[config.mk]
export PLATFORM = sky130hd
export DESIGN_NAME = clk_gen_tunable_div
export DESIGN_NICKNAME = d
export VERILOG_FILES = /design/src/rtl/clk_gen_tunable_div.sv
export SDC_FILE = /design/constraint.sdc
export NUM_CORES = 1
export LEC_CHECK = 0
export CAP_MARGIN = 10
export CORE_MARGIN = 5
export CORE_UTILIZATION = 52
export CTS_CLUSTER_DIAMETER = 30
export DETAILED_ROUTE_END_ITERATION = 10
export GPL_TIMING_DRIVEN = 0
export PLACE_DENSITY = 0.87
export SLEW_MARGIN = 20
export SYNTH_ARGS = -nofsm -noshare
export SYNTH_HDL_FRONTEND = slang
export SYNTH_SLANG_ARGS = --single-unit
[constraint.sdc]
create_clock -name clk_i -period 2.7 [get_ports clk_i]
set_clock_uncertainty 0.2 [all_clocks]
set_input_delay 0.405 -clock clk_i [delete_from_list [all_inputs] [get_ports clk_i]]
set_output_delay 0.405 -clock clk_i [all_outputs]
set_load 0.02 [all_outputs]
[src/rtl/clk_gen_tunable_div.sv]
// Glitch-free programmable divider clocked by the raw ring oscillator.
// clk_o has period 2*(D+1) input cycles; divisor changes and stops only land on period boundaries.
module clk_gen_tunable_div #(
  parameter int              WIDTH     = 8,
  parameter logic [WIDTH-1:0] RESET_DIV = '0
) (
  input  logic             clk_i,
  input  logic             reset_n_i,
  input  logic             en_i,
  input  logic [WIDTH-1:0] div_val_i,
  input  logic             div_load_i,
  output logic             div_ack_o,
  output logic             clk_o,
  output logic             running_o,
  output logic [WIDTH-1:0] div_active_o
);

  typedef enum logic [1:0] {
    ST_STOP  = 2'd0,
    ST_RUN   = 2'd1,
    ST_DRAIN = 2'd2
  } state_e;

  state_e           state_q, state_d;
  logic [WIDTH-1:0] count_q, count_d;
  logic [WIDTH-1:0] div_active_q, div_active_d;
  logic [WIDTH-1:0] pend_q, pend_d;
  logic             pend_valid_q, pend_valid_d;
  logic             clk_q, clk_d;
  logic             ack_q, ack_d;
  logic             running_q, running_d;
  logic             at_top;
  logic             apply;

  assign at_top = (count_q == div_active_q);

  always_comb begin
    state_d      = state_q;
    count_d      = count_q;
    clk_d        = clk_q;
    div_active_d = div_active_q;
    pend_d       = pend_q;
    pend_valid_d = pend_valid_q;
    apply        = 1'b0;

    unique case (state_q)
      ST_STOP: begin
        count_d = '0;
        clk_d   = 1'b0;
        apply   = pend_valid_q;
        if (en_i) state_d = ST_RUN;
      end
      ST_RUN, ST_DRAIN: begin
        if (at_top) begin
          count_d = '0;
          clk_d   = ~clk_q;
        end else begin
          count_d = count_q + {{(WIDTH-1){1'b0}}, 1'b1};
        end
        // The falling toggle is the only safe moment to swap the divisor.
        apply = at_top && clk_q && (pend_valid_q || div_load_i);
        if (en_i) begin
          state_d = ST_RUN;
        end else if (clk_q) begin
          state_d = at_top ? ST_STOP : ST_DRAIN;
        end else begin
          state_d = ST_STOP;
          count_d = '0;
          clk_d   = 1'b0;
        end
      end
      default: begin
        state_d = ST_STOP;
        count_d = '0;
        clk_d   = 1'b0;
      end
    endcase

    if (apply) begin
      div_active_d = div_load_i ? div_val_i : pend_q;
      pend_valid_d = 1'b0;
    end else if (div_load_i) begin
      pend_d       = div_val_i;
      pend_valid_d = 1'b1;
    end

    ack_d     = apply;
    running_d = (state_d != ST_STOP);
  end

  always_ff @(posedge clk_i or negedge reset_n_i) begin
    if (!reset_n_i) begin
      state_q      <= ST_STOP;
      count_q      <= '0;
      clk_q        <= 1'b0;
      div_active_q <= RESET_DIV;
      pend_q       <= '0;
      pend_valid_q <= 1'b0;
      ack_q        <= 1'b0;
      running_q    <= 1'b0;
    end else begin
      state_q      <= state_d;
      count_q      <= count_d;
      clk_q        <= clk_d;
      div_active_q <= div_active_d;
      pend_q       <= pend_d;
      pend_valid_q <= pend_valid_d;
      ack_q        <= ack_d;
      running_q    <= running_d;
    end
  end

  assign clk_o        = clk_q;
  assign div_ack_o    = ack_q;
  assign running_o    = running_q;
  assign div_active_o = div_active_q;

endmodule

# After elaboration in Yosys (flattened, before gate mapping)
# Index checks and enable logic that the tools add are counted.
word_totals:
  in_bits: 12
  regBits: 30
  output_inout_bits: 11
  word_cells: 37
op_classes:
  mux: 17
  eq_ne: 3
  n_addsub: 1
  reduce_logical: 7
  bitwise: 1
op_table:
  columns: ["cell", "count"]
  rows:
  - ["$mux 8", 5]
  - ["$add 8x1->8 const B", 1]
  - ["$eq 8x8->1", 1]
  - ["$mux 2", 4]
  - ["$mux 1", 6]
  - ["$pmux 2 s2", 1]
  - ["$reduce_bool 2->1", 2]
  - ["$eq 2x1->1 const B", 1]
  - ["$eq 2x2->1 const B", 1]
  - ["$logic_and 1x1->1", 2]
  - ["$logic_not 2->1", 1]
  - ["$pmux 1 s2", 1]
  - ["$reduce_or 2->1", 1]
  - ["$logic_or 1x1->1", 1]
  - ["$not 1->1", 1]

# Longest topological paths before layout
# Gate-level depths: netlist (run 1).
logic_depth:
  ltp_word: 6
  mapped_depth: 9
  mapped_depth_nobuf: 9

# Worst setup path before layout (run 1)
# OpenSTA, ideal clock, no wires.
synth_path:
  path_kind: "register -> register"
  from: "register div_active_q[2], in the netlist div_active_o[2]"
  to: "register pend_q[0]"
  required_time_ps: 2375
  setup_time_ps: 125
  synth_period_minus_slack_ps: 2337
  t_arrival_ps: 2013
  setup_slack_ps: 363
  n_path_buf: 0
  path_stages_with_launch: 9
  path_cell_list: "dfrtp_1 -> xnor2_1 -> nand4_1 -> or2_2 -> inv_1 -> ha_1 -> a22oi_1 -> o21ai_2 -> mux2_2"
synth_between:
  elab_chain_cells: 4
synth_rtl:
  columns: ["item", "line", "source"]
  rows:
  - ["start, declared", "26", "logic [WIDTH-1:0] div_active_q, div_active_d;"]
  - ["start signal, assigned", "105", "div_active_q <= div_active_d;"]
  - ["$eq 8x8->1", "35", "assign at_top = (count_q == div_active_q);"]
  - ["$logic_and 1x1->1 (2 in a row)", "61", "apply = at_top && clk_q && (pend_valid_q || div_load_i);"]
  - ["$pmux 1 s2", "46", "unique case (state_q)"]
  - ["end signal, assigned", "106", "pend_q <= pend_d;"]
  - ["end, declared", "27", "logic [WIDTH-1:0] pend_q, pend_d;"]
# No other way between the ends.
# A chain may end at the register's enable or synchronous reset.

# Worst setup path in the final report (run 1)
layout_path:
  from: "register count_q[3]"
  to: "register div_active_q[3], in the netlist div_active_o[3]"
layout_between:
  elab_chain_cells: 4
layout_rtl:
  columns: ["item", "line", "source"]
  rows:
  - ["start, declared", "25", "logic [WIDTH-1:0] count_q, count_d;"]
  - ["start signal, assigned", "103", "count_q <= count_d;"]
  - ["$eq 8x8->1", "35", null]
  - ["$logic_and 1x1->1 (2 in a row)", "61", null]
  - ["$pmux 1 s2", "46", null]
  - ["via ack_d", "30", "logic ack_q, ack_d;"]
# The timed path passes the listed nets, and every way through them passes these cells.

==> results of run 1 <==
-- power by group through the flow --
stage / Sequential [W] / Clock [W] / Combinational (W)
floorplan: 0.000835 / 0 / 0.000450
global placement: 0.000753 / 0 / 0.000797
detailed placement: 0.000765 / 0 / 0.000832
CTS: 0.000756 / 0.000350 / 0.000837
global route: 0.000779 / 0.000373 / 0.000910
finish: 0.000753 / 0.000342 / 0.000828
-- registers in the layout, summed over array words and instances (netlist names) --
signal / flops
count_q: 8
div_active_o: 8
pend_q: 8
state_q: 2
clk_o: 1
div_ack_o: 1
pend_valid_q: 1
running_o: 1
-- metrics by stage --
stage,worst slack (ns),total power (W),cells,instance area [um^2],utilization
global route,0.00233,0.00206,173,1760,0.656
CTS,0.112,0.00194,173,1760,0.653
floorplan,0.363,0.00129,111,1410,-
finish,0.191,0.00192,173,1760,0.656
detailed placement,0.132,0.00160,164,1670,0.621
global placement,0.245,0.00155,164,1670,0.623
-- Yosys cell counts --
cell type,number,area (um^2)
nand4_1,2,12.5
or2_2,2,12.5
o21ai_0,1,5.00
nand3_1,4,20.0
nor3_1,1,5.00
inv_1,4,15.0
a21oi_1,1,5.00
xor2_1,4,35.0
o211a_1,1,10.0
a21o_1,1,7.51
nor2_4,1,11.3
mux2_2,24,270
a32oi_1,1,8.76
nand2_1,2,7.51
dfrtp_1,30,751
o21ai_2,1,8.76
nor2_1,10,37.5
o221ai_1,1,8.76
buf_2,1,5.00
and3_1,2,12.5
a22oi_1,2,15.0
xnor2_1,10,87.6
ha_1,5,62.6
-- placed cells by master (no fill, tap or decap), drive strengths merged --
| master | instances |
|---|---|
| clkbuf | 5 |
| xnor2 | 10 |
| or2 | 2 |
| nor3 | 1 |
| a32oi | 1 |
| mux2 | 24 |
| clkdlybuf4s50 | 21 |
| xor2 | 4 |
| clkinv | 2 |
| nand3 | 4 |
| nor2 | 11 |
| bufinv | 1 |
| a21o | 1 |
| ha | 5 |
| dfrtp | 30 |
| a21oi | 1 |
| o211a | 1 |
| and3 | 2 |
| nand4 | 2 |
| buf | 2 |
| o21ai | 2 |
| nand2 | 2 |
| inv | 4 |
| a22oi | 2 |
| dlygate4sd3 | 1 |
| o221ai | 1 |
-- worst max path at each step --
stage                                            from                     endpoint  slack (ns)
after floorplan           div_active_o[2]$_DFFE_PN0P_        pend_q[0]$_DFFE_PN0N_        0.36
final                            count_q[3]$_DFF_PN0_  div_active_o[3]$_DFFE_PN0P_        0.19
after detailed placement         count_q[3]$_DFF_PN0_        pend_q[3]$_DFFE_PN0N_        0.13
after CTS                        count_q[3]$_DFF_PN0_        pend_q[3]$_DFFE_PN0N_        0.11
after global routing             count_q[2]$_DFF_PN0_  div_active_o[3]$_DFFE_PN0P_       0.002
after global placement           count_q[2]$_DFF_PN0_        pend_q[6]$_DFFE_PN0N_        0.25
-- area by class of cell --
class | count | area [um^2]
well taps | 31 | 38.8
clock buffers | 5 | 37.5
plain buffers | 1 | 5.00
multi-input cells | 76 | 651
clock inverters | 3 | 40.0
inverters | 4 | 15.0
repair buffers | 23 | 225
flip-flops and latches | 30 | 751
fillers | 223 | 923
-- layer usage --
metal,GRT usage,routed length (um),vias to the layer above
met5,0,0,-
met4,0.0569,31,0
met3,0.0649,183,6
met2,0.251,1310,23
met1,0.165,1050,450
li1,-,-,446
-- kinds of logic (layout without fill, tap and decap cells) --
| family | count (synthesis) | in the layout | share of synthesized area |
|---|---|---|---|
| AOI/OAI and AO/OA | 9 | 9 | 0.0487 |
| xor gates and xnor gates | 14 | 14 | 0.0867 |
| adders and majority gates | 5 | 5 | 0.0442 |
| buffers and inverters | 5 | 36 | 0.0142 |
| DFF | 30 | 30 | 0.531 |
| muxes | 24 | 24 | 0.191 |
| and+or+nand+nor | 24 | 24 | 0.0841 |
-- what timing repair did --
item,CTS,global route
setup endpoints to repair,0,8
hold buffers,1,0
endpoints found under the hold margin,30,0
resized for setup,0,1
==> flow_summary.yaml, run 1 <==
worst_setup_path:
  crit_type: "reg2reg"
  end_kind: "register"
  r2r-end: "div_active_o[3]$_DFFE_PN0P_"
  cp_num_cells: 9
  slowest_stage: "dfrtp_1"
  worstPathRequired_ns: 2.71
  crit_family: "simple AND/OR/NAND/NOR gates"
  r2r_setup_slack_ns: 0.19
  slowest_delay_ns: 0.45
  startpoint_type: "register"
  r2r_cells: 9
  rr_startpoint: "count_q[3]$_DFF_PN0_"
  path_cells: "xnor2_1 -> nand4_1 -> or2_2 -> inv_1 -> ha_1 -> a21o_1 -> a32oi_1 -> nor2_4 -> mux2_2"
  arrival_ns: 2.52
  crit_fanout: 10
  crit_buf_inv: 1
power:
  p_seq_frac: 0.392
  swShare: 0.343
  p_sw_w: 0.000660
  leakagePower_nw: 0.768
  combPwrFrac: 0.431
  clockPowerShare: 0.178
  pwr_density_cell_nw_per_um2: 1090
  p_int_w: 0.00126
  ir_worst_vdd_mv: 0.740
timing:
  report.final.slew_viol_count: 0
  final.setup.tns_ns: 0
  fin_crit_ns: 2.51
  fin_crit_sh: 0.929
  fin_hold_ws_ns: 0.306
  slew_headroom: 0.566
  hold_viol: 0
  rsz0062_at_grt: "false"
  fmax_mhz: 399
  setup_viol: 0
  worst_pin_slew_ns: 0.650
drt:
  ant_nets: 0
  drc_errors: 0
  drtIter0Drc: 38
  num_vias: 925
  drtPass1Iterations: 3
  routedWlPerCell_um: 14.9
  wl_um: 2580
  viasPerCell: 5.35
final_layout:
  drive_above_1_share: 0.268
  syn2layout_area_growth_pct: 24.7
  n_antenna_cell: 0
  nets: 158
yosys:
  synthesis.area_um2: 1410
  ys_ff_latch: 30
  syn_area_per_cell_um2: 12.7
  yosysWarnings: 0
  synth_cell_types: 23
  synthCells: 111
  synth.net_count: 128
  yosysSeqAreaShare: 0.531
floorplanning:
  fp.dieW_um: 62.1
  die-area_um2: 3860
  num_io_pins: 23
  chipHeight_um: 62.1
  core_area_um2: 2690
  initial_utilization: 0.526
  num_rows: 19
grt:
  grt_util_all_layers: 0.149
  grt_pass1_vias: 1007
  grt_pass1_wl_um: 4600
  grt_max_degree: 31
  grt_antenna_before_repair: 0
  grt-ovfl-total: 0
placement:
  hpwl_um: 1940
  gp_congestion: 0.753
  port_buffers: 22
worst_hold_path:
  hold_class: "reg2reg"
  min_path_cells: 1
  worstHoldEndpoint: "count_q[0]$_DFF_PN0_"
  min_from: "count_q[0]$_DFF_PN0_"
clock_network:
  numCtsBuffers: 5
  cts_tree: "yes"
  cts_root_buf: "clkbuf_4"
  clk-insertion-delay-late_ns: 0.32
  post_cts_buffers: 0
  clkTransAtPathRegs_ns: 0.09
  cts.sinks: 30
  htree_levels: 2
  clock_path_buffers: 2
job:
  max_cap_viol_count: 0
outcome:
  status: "finished clean"
Note: power is estimated with default switching activity, not from simulation.
==> run 2, diff against run 1 <==
--- a/config.mk
+++ b/config.mk
@@ -5,13 +5,14 @@
 export SDC_FILE = /design/constraint.sdc
 export NUM_CORES = 1
 export LEC_CHECK = 0
+export ABC_AREA = 1
 export CAP_MARGIN = 10
 export CORE_MARGIN = 5
-export CORE_UTILIZATION = 52
+export CORE_UTILIZATION = 53
 export CTS_CLUSTER_DIAMETER = 30
 export DETAILED_ROUTE_END_ITERATION = 10
 export GPL_TIMING_DRIVEN = 0
-export PLACE_DENSITY = 0.87
+export PLACE_DENSITY = 0.88
 export SLEW_MARGIN = 20
 export SYNTH_ARGS = -nofsm -noshare
 export SYNTH_HDL_FRONTEND = slang
==> flow_summary.yaml, run 2 <==
power:
  total_power_w: 0.00185
  p_int_w: 0.00113
  combPwrFrac: 0.443
  swShare: 0.389
  pwr_density_cell_nw_per_um2: 998
  ir_worst_vdd_mv: 0.739
  clockPowerShare: 0.180
  leakagePower_nw: 0.917
  p_seq_frac: 0.376
  p_sw_w: 0.000720
placement:
  port_buffers: 22
  hpwl_um: 2140
  placed_area_um2: 1770
  gp_congestion: 0.776
worst_setup_path:
  arrival_ns: 1.41
  crit_fanout: 3
  worstPathRequired_ns: 2.10
  slowest_stage: "clkdlybuf4s50_1"
  end_kind: "output pin"
  path_cells: "clkdlybuf4s50_1"
  crit_type: "reg2out"
  startpoint_type: "register"
  slowest_delay_ns: 0.63
  crit_buf_inv: 1
  crit_family: "buffers and inverters"
clock_network:
  cts.sinks: 30
  post_cts_buffers: 0
  post_cts_resized: 0
  clkTransAtPathRegs_ns: 0.10
  numCtsBuffers: 5
  clk-insertion-delay-late_ns: 0.33
  cts_root_buf: "clkbuf_4"
  cts_tree: "yes"
  htree_levels: 2
  holdBufCountCts: 1
  clock_path_buffers: 2
yosys:
  synth_cell_types: 18
  ys_ff_latch: 30
  synth_flop_cell: "dfrtp_1"
  synth.net_count: 202
  synth_edf_count: 0
  yosysSeqAreaShare: 0.496
  async_flop_share: 1.00
  yosys.area.top_type: "dfrtp_1"
  synth_area_leaders: "dfrtp_1 (50%), nand2_1 (15%), inv_1 (6.7%)"
  synthesis.area_um2: 1510
  yosysWarnings: 0
  synthMostInstantiatedCell: "nand2_1"
  syn_area_per_cell_um2: 8.18
  synthCells: 185
  synth_top_cell_area_share: 0.496
  yosys-top-cells-count: "nand2_1 (59), dfrtp_1 (30), inv_1 (27), o21ai_0 (18), nor2_1 (15)"
floorplanning:
  die-area_um2: 4020
  num_rows: 19
  chipHeight_um: 63.4
  initial_utilization: 0.549
  fp.dieW_um: 63.4
  core_area_um2: 2760
  num_io_pins: 23
drt:
  drtIter0Drc: 57
  viasPerCell: 4.83
  routedWlPerCell_um: 11.7
  num_vias: 1193
  ant_nets: 0
  wl_um: 2900
  drtPass1Iterations: 4
  drc_errors: 0
worst_hold_path:
  hold_class: "reg2reg"
final_layout:
  fin_util: 0.673
  nets: 232
  final_common_cell: "nand2_1"
  final_cell_area_um2: 1860
  n_antenna_cell: 0
  drive_above_1_share: 0.116
  syn2layout_area_growth_pct: 22.7
  final_cell_mix: "nand2_1 (59), dfrtp_1 (30), inv_1 (27), clkdlybuf4s50_1 (21), o21ai_0 (18)"
grt:
  grt_pass1_wl_um: 5130
  grt_util_all_layers: 0.163
  grt_max_degree: 31
  use_met2: 0.256
  grt-ovfl-total: 0
  grt_pass1_vias: 1181
  grt.met3_usage: 0.0515
  use_met1: 0.197
  busiest_layer: "met2"
  grt_antenna_before_repair: 0
timing:
  setup_viol: 0
  fin_crit_ns: 2.01
  fmax_mhz: 497
  final.setup.tns_ns: 0
  report.final.slew_viol_count: 0
  rsz0062_at_grt: "false"
  fin_crit_sh: 0.746
  slew_headroom: 0.548
  hold_viol: 0
  worst_pin_slew_ns: 0.679
job:
  max_cap_viol_count: 0
outcome:
  status: "finished clean"
run 2: changes by cell type after synthesis, moves of 3 or more:
cell     delta
nand2_1    +57
mux2_2     -24
inv_1      +23
o21ai_0    +17
o21ai_2     +6
xnor2_1     -6
nor2_1      +5
buf_6       +3
run 2: cells by family after synthesis:
kind of cell,count (synthesis),synth area share
AOI/OAI and AO/OA,27,0.107
xor gates and xnor gates,7,0.0405
adders and majority gates,5,0.0414
buffers and inverters,32,0.0951
DFF,30,0.496
and+or+nand+nor,84,0.220
run 2: final timing paths:
| path | from | end | slack, ns | cells after the start |
|---|---|---|---|---|
| worst max-delay path | div_active_o[2]$_DFFE_PN0P_ | div_active_o[2] | 0.69 | 1 |
| worst min-delay path | pend_q[1]$_DFFE_PN0N_ | pend_q[1]$_DFFE_PN0N_ | 0.32 | 2 |
| worst max register to register | count_q[5]$_DFF_PN0_ | div_active_o[2]$_DFFE_PN0P_ | 0.71 | 15 |
| worst min register to register | pend_q[1]$_DFFE_PN0N_ | pend_q[1]$_DFFE_PN0N_ | 0.32 | 2 |
| max in group asynchronous | reset_n_i | running_o$_DFF_PN0_ | 1.41 | 2 |
| min in group asynchronous | reset_n_i | div_active_o[4]$_DFFE_PN0P_ | 0.44 | 2 |
run 2: layout make-up:
class	instances	area, um^2
inverters	28	105
plain buffers	4	38.8
clock buffers	8	78.8
fillers	227	902
well taps	31	38.8
repair buffers	23	225
multi-input cells	123	618
flip-flops and latches	30	751
run 2: through the flow:
step / hold slack [ns] / setup slack [ns] / cells
after floorplan: -0.0906 / 0.814 / 185
after global placement: 0.298 / 0.519 / 238
after detailed placement: 0.281 / 0.693 / 238
after CTS: 0.328 / 0.682 / 247
after global routing: 0.338 / 0.476 / 247
final: 0.323 / 0.687 / 247
run 2: worst register-to-register path, cell delays in order (launching register included):
cell     delay [ns]
dfrtp_1        0.39
inv_1          0.13
nand2_1        0.07
nand2_1        0.05
nand2_1        0.05
nor2_1         0.11
nand2_1        0.12
inv_1          0.07
ha_1           0.13
nand2_1        0.05
nand2_1        0.08
nand2_2        0.07
buf_6          0.14
buf_6          0.15
nand2_1        0.06
nand2_1        0.05
run 2: power groups by stage:
stage	Combinational [W]	Sequential [W]	Clock [W]
3_5_place_dp	0.000827	0.000710	0
5_1_grt	0.000929	0.000719	0.000366
2_1_floorplan	0.000482	0.000773	0
4_1_cts	0.000833	0.000699	0.000340
6_report	0.000821	0.000697	0.000334
3_3_place_gp	0.000806	0.000704	0
run 2: layer usage:
metal	routed length (um)	vias up	part of all wire
met3	166	9	0.057
li1	-	632	-
met1	1300	521	0.45
met4	91	0	0.031
met5	0	-	0
met2	1330	31	0.46
